File: src/rtl/e203_ifu_irbuf.sv
// ---------------------------------------------------------------------------
// e203_ifu_irbuf
//   Two-entry instruction register buffer between the IFU fetch stage and
//   decode/dispatch. It stores {instr, pc, prdt_taken, misalgn, buserr} per
//   entry. Every output toward decode and toward fetch comes from registered
//   state only, so there is no combinational ready/valid path through it.
//
//   Optional feature (macro E203_IRBUF_MULDIV_B2B_EN):
//     When defined, a history register remembers the last popped instruction
//     and flags a head instruction that completes a fusible mul/div pair
//     (MULH*/MUL, DIV/REM, DIVU/REMU on the same operands). When undefined,
//     ir_muldiv_b2b is tied to 0 and the FIFO behaves identically.
//
// Ports
//   clk              : clock, all state on rising edge
//   rst_n            : synchronous active-low reset
//   ifu_o_valid      : fetch presents an instruction
//   ifu_o_ready      : buffer can accept (not full)
//   ifu_o_ir/_pc     : fetched instruction and its pc
//   ifu_o_prdt_taken, ifu_o_misalgn, ifu_o_buserr : fetch side flags
//   flush_req        : pipeline flush, empties the buffer
//   ir_valid         : head entry valid toward decode
//   ir_ready         : decode consumes the head
//   ir_instr/_pc/_prdt_taken/_misalgn/_buserr : head payload
//   ir_muldiv_b2b    : head is the second half of a fusible mul/div pair
// ---------------------------------------------------------------------------
module e203_ifu_irbuf #(
  parameter int E203_INSTR_SIZE = 32,
  parameter int E203_PC_SIZE    = 32
) (
  input  logic                       clk,
  input  logic                       rst_n,
  input  logic                       ifu_o_valid,
  output logic                       ifu_o_ready,
  input  logic [E203_INSTR_SIZE-1:0] ifu_o_ir,
  input  logic [E203_PC_SIZE-1:0]    ifu_o_pc,
  input  logic                       ifu_o_prdt_taken,
  input  logic                       ifu_o_misalgn,
  input  logic                       ifu_o_buserr,
  input  logic                       flush_req,
  output logic                       ir_valid,
  input  logic                       ir_ready,
  output logic [E203_INSTR_SIZE-1:0] ir_instr,
  output logic [E203_PC_SIZE-1:0]    ir_pc,
  output logic                       ir_prdt_taken,
  output logic                       ir_misalgn,
  output logic                       ir_buserr,
  output logic                       ir_muldiv_b2b
);

  typedef struct packed {
    logic [E203_INSTR_SIZE-1:0] instr;
    logic [E203_PC_SIZE-1:0]    pc;
    logic                       prdt_taken;
    logic                       misalgn;
    logic                       buserr;
  } entry_t;

  entry_t     mem_q [2];
  entry_t     wdata;
  entry_t     head;
  logic       rptr_q;
  logic       wptr_q;
  logic [1:0] count_q;
  logic       full;
  logic       push;
  logic       pop;

  assign full        = (count_q == 2'd2);
  assign ifu_o_ready = ~full;
  assign ir_valid    = (count_q != 2'd0);
  assign push        = ifu_o_valid & ifu_o_ready;
  assign pop         = ir_valid & ir_ready;

  assign wdata = '{instr:      ifu_o_ir,
                   pc:         ifu_o_pc,
                   prdt_taken: ifu_o_prdt_taken,
                   misalgn:    ifu_o_misalgn,
                   buserr:     ifu_o_buserr};

  assign head          = mem_q[rptr_q];
  assign ir_instr      = head.instr;
  assign ir_pc         = head.pc;
  assign ir_prdt_taken = head.prdt_taken;
  assign ir_misalgn    = head.misalgn;
  assign ir_buserr     = head.buserr;

  // FIFO storage, pointers and occupancy. Flush empties the buffer and
  // discards any push/pop of the same cycle; reset dominates everything.
  // Push only happens when not full and pop only when not empty, so the
  // count stays inside 0..2 by construction.
  always_ff @(posedge clk) begin
    if (!rst_n) begin
      count_q  <= 2'd0;
      rptr_q   <= 1'b0;
      wptr_q   <= 1'b0;
      mem_q[0] <= '0;
      mem_q[1] <= '0;
    end else if (flush_req) begin
      count_q <= 2'd0;
      rptr_q  <= 1'b0;
      wptr_q  <= 1'b0;
    end else begin
      if (push) begin
        mem_q[wptr_q] <= wdata;
        wptr_q        <= ~wptr_q;
      end
      if (pop) begin
        rptr_q <= ~rptr_q;
      end
      case ({push, pop})
        2'b10:   count_q <= count_q + 2'd1;
        2'b01:   count_q <= count_q - 2'd1;
        default: count_q <= count_q;
      endcase
    end
  end

`ifdef E203_IRBUF_MULDIV_B2B_EN
  logic [31:0] hd;
  logic [2:0]  hd_f3;
  logic [4:0]  hd_rd;
  logic [4:0]  hd_rs1;
  logic [4:0]  hd_rs2;
  logic        hd_is_md;
  logic        hd_first_ok;
  logic        pair_ok;
  logic        hv_q;
  logic [2:0]  h_kind_q;
  logic [4:0]  h_rs1_q;
  logic [4:0]  h_rs2_q;
  logic [4:0]  h_rd_q;

  // The popped instruction is always the head, so one decoder serves both
  // the history update and the pair match.
  assign hd       = head.instr[31:0];
  assign hd_f3    = hd[14:12];
  assign hd_rd    = hd[11:7];
  assign hd_rs1   = hd[19:15];
  assign hd_rs2   = hd[24:20];
  assign hd_is_md = (hd[6:0] == 7'b0110011) && (hd[31:25] == 7'b0000001);

  // A first half must be MULH/MULHSU/MULHU/DIV/DIVU and must not overwrite
  // its own sources, otherwise the second half would read a changed value.
  assign hd_first_ok = hd_is_md && (hd_f3 >= 3'b001) && (hd_f3 <= 3'b101) &&
                       (hd_rd != hd_rs1) && (hd_rd != hd_rs2) &&
                       (hd_rd != 5'd0);

  // History of the last popped instruction; untouched in cycles without pop.
  always_ff @(posedge clk) begin
    if (!rst_n) begin
      hv_q     <= 1'b0;
      h_kind_q <= 3'b000;
      h_rs1_q  <= 5'd0;
      h_rs2_q  <= 5'd0;
      h_rd_q   <= 5'd0;
    end else if (flush_req) begin
      hv_q <= 1'b0;
    end else if (pop) begin
      hv_q     <= hd_first_ok;
      h_kind_q <= hd_f3;
      h_rs1_q  <= hd_rs1;
      h_rs2_q  <= hd_rs2;
      h_rd_q   <= hd_rd;
    end
  end

  // Legal pairs: high multiply -> MUL, DIV -> REM, DIVU -> REMU.
  always_comb begin
    pair_ok = 1'b0;
    case (h_kind_q)
      3'b001, 3'b010, 3'b011: pair_ok = (hd_f3 == 3'b000);
      3'b100:                 pair_ok = (hd_f3 == 3'b110);
      3'b101:                 pair_ok = (hd_f3 == 3'b111);
      default:                pair_ok = 1'b0;
    endcase
  end

  assign ir_muldiv_b2b = ir_valid & hv_q & hd_is_md & pair_ok &
                         (hd_rs1 == h_rs1_q) & (hd_rs2 == h_rs2_q) &
                         (hd_rd == h_rd_q);
`else
  assign ir_muldiv_b2b = 1'b0;
`endif

endmodule

File: config.mk
export PLATFORM = sky130hd
export DESIGN_NAME = e203_ifu_irbuf
export DESIGN_NICKNAME = d
export VERILOG_FILES = /design/src/rtl/e203_ifu_irbuf.sv
export SDC_FILE = /design/constraint.sdc
export NUM_CORES = 1
export LEC_CHECK = 0
export ABC_CLOCK_PERIOD_IN_PS = 4100
export BUFFER_PORTS_ARGS = -buffer_cell sky130_fd_sc_hd__buf_2
export CAP_MARGIN = 5
export CORE_MARGIN = 10
export CORE_UTILIZATION = 40
export DETAILED_ROUTE_END_ITERATION = 6
export SLEW_MARGIN = 40
export SYNTH_ARGS = -nofsm -noshare
export SYNTH_HDL_FRONTEND = slang
export SYNTH_SLANG_ARGS = --single-unit
File: constraint.sdc
create_clock -name clk -period 4.1 [get_ports clk]
set_clock_uncertainty 0.2 [all_clocks]
set_input_delay 0.615 -clock clk [delete_from_list [all_inputs] [get_ports clk]]
set_output_delay 0.615 -clock clk [all_outputs]
set_load 0.03 [all_outputs]
After elaboration in Yosys (flattened, before gate mapping)
Memory sizes are Yosys's and may differ from the RTL's. A register that Yosys moved wholly into a read port is not among the register bits.
Cells that the tools add are included.

word-level totals
  bits in registers = 4
  input port bits = 72
  memories kept = 1
  bits in writable memories = 134
  word-level logic and storage cells = 30
  output and inout bits = 70

memories
  name   depth  width  rd ports  clocked after Yosys merged registers in  write ports  RTL line  text
  mem_q  2      67     1         1                                        2            59        entry_t mem_q [2];

operators by class
  eq/ne operators = 3
  bitwise operators = 6
  add/subtract/negate cells = 2
  mux-type cells = 11
  reduce and logical (&&, ||, !) cells = 4

operator list
  operator             number
  $mux 67              1
  $reduce_or 67->1     1
  $mux 1               9
  $eq 2x2->1 const B   2
  $not 1->1            4
  $pmux 2 s2           1
  $reduce_bool 2->1    2
  $add 2x1->2 const B  1
  $and 1x1->1          2
  $eq 2x1->1 const B   1
  $reduce_or 2->1      1
  $sub 2x1->2 const B  1

Logic depth before layout (Yosys ltp)
Gate-level depths: netlist of the first run.

  word-level depth = 9
  mapped depth = 7
  gate-level depth less buffers = 7

Worst setup path after synthesis of the first run
No wires, ideal clock.

  path type = input-to-reg
  from = in flush_req
  to = mem mem_q[0][0] (netlist bit), enable pin
  required time = 3.464 ns
  setup time = 0.436 ns
  stages = 4
  setup slack = 0.504 ns
  arrival = 2.961 ns
  path buffers = 1
  cells stage by stage = nand2b_1 > nor4_4 > buf_6 > nand2b_1

RTL lines
  element             RTL line  text
  start: declaration  40        input logic flush_req,
  end: declaration    59

==> results of run 1 <==
-- metal layers --
metal / wire length, µm / track usage [%] / vias to the layer above / part of all wire (%)
met5: 0 / 0 / - / 0
met4: 138 / 5.21 / 0 / 1.1
met3: 1010 / 5.44 / 12 / 7.8
met2: 6070 / 20.6 / 100 / 47
met1: 5810 / 15.0 / 1738 / 45
li1: - / - / 1665 / -
-- worst max-delay path, cell delays in order, from the launching register on --
cell and delay [ns]:
dfxtp_4 0.47, buf_12 0.24, mux2_2 0.39, buf_2 0.19
-- layout by cell type (no fill, tap or decap), drive strengths merged, types with 2 or more instances in the layout --
| master | synthesis | layout |
|---|---|---|
| a21oi | 2 | 2 |
| and2 | 134 | 134 |
| buf | 13 | 146 |
| bufinv | 0 | 4 |
| clkbuf | 9 | 20 |
| clkinv | 0 | 8 |
| dfxtp | 5 | 5 |
| edfxtp | 134 | 134 |
| inv | 3 | 3 |
| mux2 | 67 | 67 |
| nand2b | 3 | 3 |
| nor2 | 3 | 3 |
| nor4 | 2 | 2 |
| o21ai | 2 | 2 |
| or3 | 2 | 2 |
| xnor2 | 2 | 2 |
-- area by class of cell --
class                      count  area (µm²)
inverter                       3        11.3
fill                        1273        7110
timing repair buffer         146         796
clock buffer                  20         437
tap                          184         230
antenna                        1        2.50
sequential                   139        4130
multi-input combinational    224        1780
clock inverter                12         153
-- state kept, by name (all words and copies together) (netlist names), named ones only --
name,cells
wptr_q,1
rptr_q,1
mem_q,134
count_q,2
-- kinds of logic after synthesis --
| logic type | count (synthesis) |
|---|---|
| buffers and inverters | 25 |
| xor gates and xnor gates | 3 |
| and+or+nand+nor | 147 |
| adders and majority gates | 1 |
| other | 1 |
| muxes | 67 |
| AOI/OAI and AO/OA | 5 |
| DFF | 139 |
-- per-stage QoR --
stage / power, mW / cells / cell area, µm² / utilization [%]
finish: 3.52 / 729 / 7540 / 51.5
floorplan: 1.89 / 388 / 6040 / -
global route: 3.63 / 728 / 7540 / 51.5
global placement: 2.00 / 692 / 6870 / 46.9
detailed placement: 2.02 / 696 / 6950 / 47.4
CTS: 3.55 / 728 / 7540 / 51.5
-- where the power goes --
group	total, mW	leakage, nW	switching [mW]	internal (mW)
clock network	1.54	0.287	0.536	1.00
registers	1.65	1.44	0.0174	1.63
logic	0.332	1.38	0.214	0.118
total	3.52	3.10	0.767	2.75
-- worst paths after layout --
| path | startpoint | endpoint | slack (ns) | depth (start not counted) |
|---|---|---|---|---|
| min | ifu_o_pc[11] | mem_q[1][14]$_SDFFCE_PN0P_ | 0.29 | 2 |
| max reg2reg | count_q[0]$_SDFFE_PP0P_ | mem_q[1][47]$_SDFFCE_PN0P_ | 1.93 | 4 |
| min reg2reg | count_q[1]$_SDFFE_PP0P_ | count_q[1]$_SDFFE_PP0P_ | 0.32 | 2 |
| max | register | ir_instr[28] | 1.58 | 3 |
==> results.yml, run 1 <==
status:
  status: "finished clean"
cells_and_area:
  drive_above_1_share_pct: 44.7
  area_growth_pct: 24.8
  final_nets: 604
logic_synthesis:
  synth.top_cell.area_share_pct: 66.6
  synth_fa_ha_area_share_pct: 0.207
  yosysTopAreaCell: "edfxtp_1"
  synthMuxAreaShare_pct: 12.5
  netlist_area_um2: 6040
  synth_top_family_by_area: "simple AND/OR/NAND/NOR gates"
  ys_types: 24
  ys_seq_area_share_pct: 68.3
  yosys.area_share.simple_pct: 15.6
  synthXorXnorAreaFrac_pct: 0.435
  synth_compound_area_share_pct: 0.456
  synth_nets: 461
  yosysWarningCount: 0
  ys_ff_latch: 139
  synthFlopType: "edfxtp_1"
  syn_avg_cell_area_um2: 15.6
  synth_common_cells: "and2_1 (134), edfxtp_1 (134), mux2_2 (67), clkbuf_1 (9), buf_6 (6)"
  synth_edf_count: 134
  synthCells: 388
  synthArstFlopShare_pct: 0
  synth_area_leaders: "edfxtp_1 (67%), and2_1 (14%), mux2_2 (12%), dfxtp_1 (1.7%), buf_6 (1.1%)"
die:
  ios: 142
  dieArea_um2: 20400
  initial_core_util_pct: 41.2
  num_rows: 44
  die_h_um: 143
  die_w_um: 143
  core_area_um2: 14600
routing:
  wl_per_cell_um: 17.9
  antenna_left: 0
  drt_iter0_markers: 141
  viasPerCell: 4.82
  dr.pass1.iters: 4
  drc_errors: 0
  wirelength_um: 13000
  vias: 3515
sta:
  hold_violations: 0
  rsz0062_at_grt: "false"
  tns_ns: 0
  fin_ws_ns: 1.58
  slew_violations: 0
  finalSetupViolations: 0
  finalCritPeriodShare_pct: 61.5
  max_slew_margin_pct: 55.7
  layout_min_cycle_time_ns: 2.52
  worst_pin_slew_ns: 0.664
  max_freq_ghz: 0.396
  hold_slack_ns: 0.286
critical_path:
  worstSetupPathType: "register to output port"
  end_kind: "output port"
  required_ns: 3.28
  path_max_fanout: 30
  start_kind: "register"
  worstPathArrival_ns: 1.71
cts:
  path_clk_slew_ns: 0.06
  hold_buffers: 0
  cts_tree: "done"
  cts_resized: 0
  clkLatencyLatePin_ns: 0.41
  htreeDepth: 4
  root_buffer: "clkbuf_16"
  clkSinkCount: 139
  cts_max_path_buffers: 2
  post-cts-setup-buffer-count: 0
  cts_made_buffers: 17
placement:
  hpwlAfterDp_um: 8350
  gp_congestion: 0.726
  place_ws_ns: 1.47
  io_buffers: 140
grt:
  grt_pass1_wl_um: 20000
  antenna_found_initial: 1
  grtUsageTotal_pct: 12.9
  grt_overflow_total: 0
  grt_max_degree: 68
  grt_pass1_vias: 3811
power:
  p_leak_nw: 3.10
  powerDensity_nw_per_um2: 466
  ir_drop_v: 0.000257
flow_run:
  drv_cap: 0
hold_path:
  worst_hold_path_type: "input port to register"
Power figures use the tool's default switching activity.
==> inputs of run 2 (changes only) <==
ABC_CLOCK_PERIOD_IN_PS = 2350   (was 4100)
clock period = 2.35 ns   (was 4.1 ns; I/O delays follow)
==> run 2 against run 1 <==
Against the previous run: sequential cell count unchanged; wire length rose by 0.46%; clock-buffer cell count grew 1; combinational power is 80% higher; via count is 2.0% higher; register-to-register slack worse by 1.5 ns; setup slack lost 1.5 ns; first-iteration DRC count rose by 70%; critical path depth stayed put; non-clock buffer count increased by 5; sequential share of layout area fell by 0.88 points.
==> results.yml, run 2 (synthesis gave the netlist of run 1 again) <==
status:
  status: "finished clean"
die:
  num_rows: 44
  die_w_um: 143
  core_area_um2: 14600
  initial_core_util_pct: 41.2
  dieArea_um2: 20400
  die_h_um: 143
  ios: 142
cells_and_area:
  area_growth_pct: 26.9
  drive_above_1_share_pct: 46.6
  final_nets: 609
  reg_top3: "mem_q: 134 flops, count_q: 2 flops"
  final_core_util_pct: 52.3
  final_common_cell: "buf_2"
  largest_reg_flops: 134
  layout_common_cells: "buf_2 (140), and2_1 (134), edfxtp_1 (134)"
  top_register: "mem_q"
power:
  p_switching_mw: 1.39
  p_leak_nw: 3.16
  p_seq_share_pct: 45.6
  clkPwrFrac_pct: 45.0
  p_sw_share_pct: 22.0
  p_int_mw: 4.92
  combPwrFrac_pct: 9.4
  ir_drop_v: 0.000444
  powerDensity_nw_per_um2: 823
cts:
  cts_tree: "done"
  cts_made_buffers: 17
  htreeDepth: 4
  post-cts-setup-buffer-count: 0
  cts_resized: 0
  root_buffer: "clkbuf_16"
  clkLatencyLatePin_ns: 0.42
  hold_buffers: 0
  clkSinkCount: 139
  path_clk_slew_ns: 0.06
  cts_max_path_buffers: 2
grt:
  grtUsageTotal_pct: 13.2
  antenna_found_initial: 2
  grt_max_degree: 68
  grt_overflow_total: 0
  grt_pass1_vias: 4021
  grt_pass1_wl_um: 20700
sta:
  hold_slack_ns: 0.0189
  fin_ws_ns: 0.0925
  hold_violations: 0
  finalCritPeriodShare_pct: 96.1
  max_freq_ghz: 0.443
  max_slew_margin_pct: 57.5
  finalSetupViolations: 0
  slew_violations: 0
  rsz0062_at_grt: "false"
  layout_min_cycle_time_ns: 2.26
  worst_pin_slew_ns: 0.638
  tns_ns: 0
critical_path:
  cp_slowest_cell: "dfxtp_4"
  crit_chain: "buf_4, mux2_2, buf_2"
  cpPeakStageDelay_ns: 0.47
  start_kind: "register"
  critPathBufInv: 2
  rrSetupSlack_ns: 0.38
  cp_top_family: "flip-flops"
  reg2reg_from: "count_q[0]$_SDFFE_PP0P_"
  cp-endpoint: "ir_misalgn"
  worstSetupPathType: "register to output port"
  critical_path_depth: 3
  required_ns: 1.80
  path_max_fanout: 12
  r2r_end: "mem_q[0][47]$_SDFFCE_PN0P_"
  ff2ff_path_depth: 4
  worstPathArrival_ns: 1.71
  end_kind: "output port"
placement:
  io_buffers: 140
  gp_congestion: 0.713
  place_ws_ns: 0.195
  hpwlAfterDp_um: 8680
routing:
  dr.pass1.iters: 4
  antenna_left: 0
  drt_iter0_markers: 240
  wl_per_cell_um: 17.8
  wirelength_um: 13100
  vias: 3584
  drc_errors: 0
  viasPerCell: 4.88
hold_path:
  worst_hold_path_type: "input port to register"
flow_run:
  drv_cap: 0
## run 2: cell types whose count changed in the layout (fill, tap and decap cells not counted), moves of 2 or more
cell | previous run | this run
clkinv_1 | 6 | 0
buf_12 | 4 | 7
clkbuf_8 | 0 | 3
clkinvlp_4 | 0 | 3
buf_4 | 2 | 4
clkbuf_1 | 3 | 1
## run 2: routing by layer
metal  share of wire [%]  global-route usage [%]  wire (µm)  vias to the layer above
met5               0.099                       0         13                        -
met4                 1.8                    5.65        240                        2
met3                 8.7                    5.54       1140                       23
met2                  47                    21.3       6170                      122
met1                  42                    15.3       5520                     1770
li1                    -                       -          -                     1667
## run 2: cell type report
| type | instances | area (µm²) |
|---|---|---|
| Multi-Input combinational cell | 224 | 1780 |
| Antenna cell | 1 | 2.50 |
| Timing Repair Buffer | 151 | 871 |
| Clock inverter | 11 | 166 |
| Fill cell | 1269 | 6980 |
| Tap cell | 184 | 230 |
| Sequential cell | 139 | 4130 |
| Clock buffer | 21 | 470 |
| Inverter | 3 | 11.3 |
## run 2: power groups by stage
stage	Sequential [mW]	Clock (mW)	Combinational, mW
finish	2.87	2.84	0.596
global route	2.88	3.01	0.640
global placement	2.92	0	0.602
floorplan	2.91	0	0.377
CTS	2.87	2.89	0.609
detailed placement	2.93	0	0.606
## run 2: how the worst min path moves through the flow
stage | endpoint | cells after the start | startpoint
2_1_floorplan | count_q[1]$_SDFFE_PP0P_ | 2 | count_q[1]$_SDFFE_PP0P_
3_3_place_gp | count_q[1]$_SDFFE_PP0P_ | 2 | count_q[1]$_SDFFE_PP0P_
3_5_place_dp | rptr_q$_SDFFE_PP0P_ | 2 | rptr_q$_SDFFE_PP0P_
4_1_cts | mem_q[0][5]$_SDFFCE_PN0P_ | 2 | ifu_o_pc[2]
5_1_grt | mem_q[0][6]$_SDFFCE_PN0P_ | 2 | ifu_o_pc[3]
6_report | mem_q[0][2]$_SDFFCE_PN0P_ | 2 | ifu_o_prdt_taken
## run 2: metrics by stage
stage	power (mW)	cell area [µm²]	instances
floorplan	3.29	6050	388
global placement	3.52	7020	701
detailed placement	3.53	7020	701
CTS	6.37	7660	733
global route	6.54	7660	733
finish	6.30	7660	734
==> inputs of run 3 (changes only) <==
RECOVER_POWER = 50   (was unset)
==> run 3 against run 2 <==
Against the previous run: critical path depth unchanged; via count up 0.33%; final area down 1.4%; wire length about the same; combinational power down 4.2%; largest power group unchanged.
==> results.yml, run 3 (synthesis gave the netlist of run 1 again) <==
status:
  status: "finished clean"
power:
  combPwrFrac_pct: 9.1
  p_seq_share_pct: 45.7
  p_leak_nw: 3.11
  p_switching_mw: 1.38
  powerDensity_nw_per_um2: 832
  p_total_mw: 6.28
  ir_drop_v: 0.000443
  p_sw_share_pct: 22.0
  p_int_mw: 4.90
  clkPwrFrac_pct: 45.2
sta:
  slew_violations: 0
  fin_ws_ns: 0.0936
  layout_min_cycle_time_ns: 2.26
  max_freq_ghz: 0.443
  worst_pin_slew_ns: 0.643
  hold_violations: 0
  max_slew_margin_pct: 57.1
  tns_ns: 0
  finalCritPeriodShare_pct: 96.0
  rsz0062_at_grt: "false"
  finalSetupViolations: 0
grt:
  grtUsageTotal_pct: 13.2
  grt_pass1_wl_um: 20700
  antenna_found_initial: 2
  grt_overflow_total: 0
  grt_max_degree: 68
  grt_pass1_vias: 4021
placement:
  dp.cells: 701
  gp_congestion: 0.713
  hpwlAfterDp_um: 8680
  io_buffers: 140
  place_ws_ns: 0.195
routing:
  dr.pass1.iters: 4
  wl_per_cell_um: 17.8
  viasPerCell: 4.90
  drc_errors: 0
  antenna_left: 0
  vias: 3596
  drt_iter0_markers: 258
  wirelength_um: 13100
cells_and_area:
  layout_common_cells: "and2_1 (134), edfxtp_1 (134), buf_2 (132)"
  stdcell_count: 734
  largest_reg_flops: 134
  drive_above_1_share_pct: 44.4
  top_register: "mem_q"
  fill_cells: 1283
  final_nets: 609
  area_growth_pct: 25.1
  reg_top3: "mem_q: 134 flops, count_q: 2 flops"
critical_path:
  ff2ff_path_depth: 4
  worstPathArrival_ns: 1.70
  r2r_end: "mem_q[0][30]$_SDFFCE_PN0P_"
  reg2reg_from: "count_q[0]$_SDFFE_PP0P_"
  start_kind: "register"
  required_ns: 1.80
  worstSetupPathType: "register to output port"
  end_kind: "output port"
  rrSetupSlack_ns: 0.19
  path_max_fanout: 12
die:
  ios: 142
  dieArea_um2: 20400
  initial_core_util_pct: 41.2
  die_w_um: 143
  num_rows: 44
  die_h_um: 143
  core_area_um2: 14600
cts:
  cts_tree: "done"
  hold_buffers: 0
  htreeDepth: 4
  clkSinkCount: 139
  root_buffer: "clkbuf_16"
  post-cts-setup-buffer-count: 0
  cts_max_path_buffers: 2
  path_clk_slew_ns: 0.06
  cts_resized: 0
  clkLatencyLatePin_ns: 0.42
  cts_made_buffers: 17
hold_path:
  hold_end: "mem_q[0][2]$_SDFFCE_PN0P_"
  hold_path_depth: 2
  worst_hold_path_type: "input port to register"
  hp-start: "ifu_o_prdt_taken"
flow_run:
  drv_cap: 0
run 3: cell count changes in the layout (fill, tap and decap cells not counted), moves of 2 or more:
cell      change
buf_12        -5
buf_2         -8
buf_4         +2
clkbuf_1      +8
clkbuf_2      +2
nor4_1        +2
nor4_4        -2
run 3: worst max path at each step:
stage	cells after the start	endpoint	startpoint
global route	3	ir_misalgn	register
CTS	3	ir_misalgn	register
global placement	5	mem_q[0][35]$_SDFFCE_PN0P_	flush_req
finish	3	ir_misalgn	register
floorplan	4	mem_q[0][0]$_SDFFCE_PN0P_	flush_req
detailed placement	5	mem_q[0][14]$_SDFFCE_PN0P_	flush_req
run 3: per-stage QoR:
stage          util [%]  hold slack (ns)  area (µm²)
2_1_floorplan         -            0.275        6050
3_5_place_dp       47.9            0.306        7020
3_3_place_gp       47.9            0.295        7020
6_report           51.6           0.0187        7550
5_1_grt            51.5           0.0156        7550
4_1_cts            52.3          0.00103        7660
run 3: layout make-up:
cell class / count / area (µm²) / share of cell area (%)
clock inverters: 11 / 166 / 2.20
inverters: 3 / 11.3 / 0.149
well taps: 184 / 230 / 3.05
flip-flops and latches: 139 / 4130 / 54.7
multi-input cells: 224 / 1750 / 23.2
diodes: 1 / 2.50 / 0.0331
clock buffers: 21 / 470 / 6.23
repair buffers: 151 / 793 / 10.5
run 3: critical path, cell delays in order (launching register included):
cell	delay (ns)
dfxtp_4	0.47
buf_4	0.26
mux2_2	0.37
buf_2	0.19
run 3: routing by layer:
metal	share of wire, %	vias up	track usage, %
met5	0.099	-	0
li1	-	1667	-
met3	8.0	23	5.54
met2	47	113	21.3
met4	1.8	2	5.65
met1	43	1791	15.3
run 3: power groups by stage:
stage	Clock [mW]	Combinational, mW	Sequential (mW)
after floorplan	0	0.377	2.91
after global placement	0	0.602	2.92
after detailed placement	0	0.606	2.93
after CTS	2.89	0.609	2.87
after global routing	3.01	0.616	2.88
final	2.84	0.571	2.87
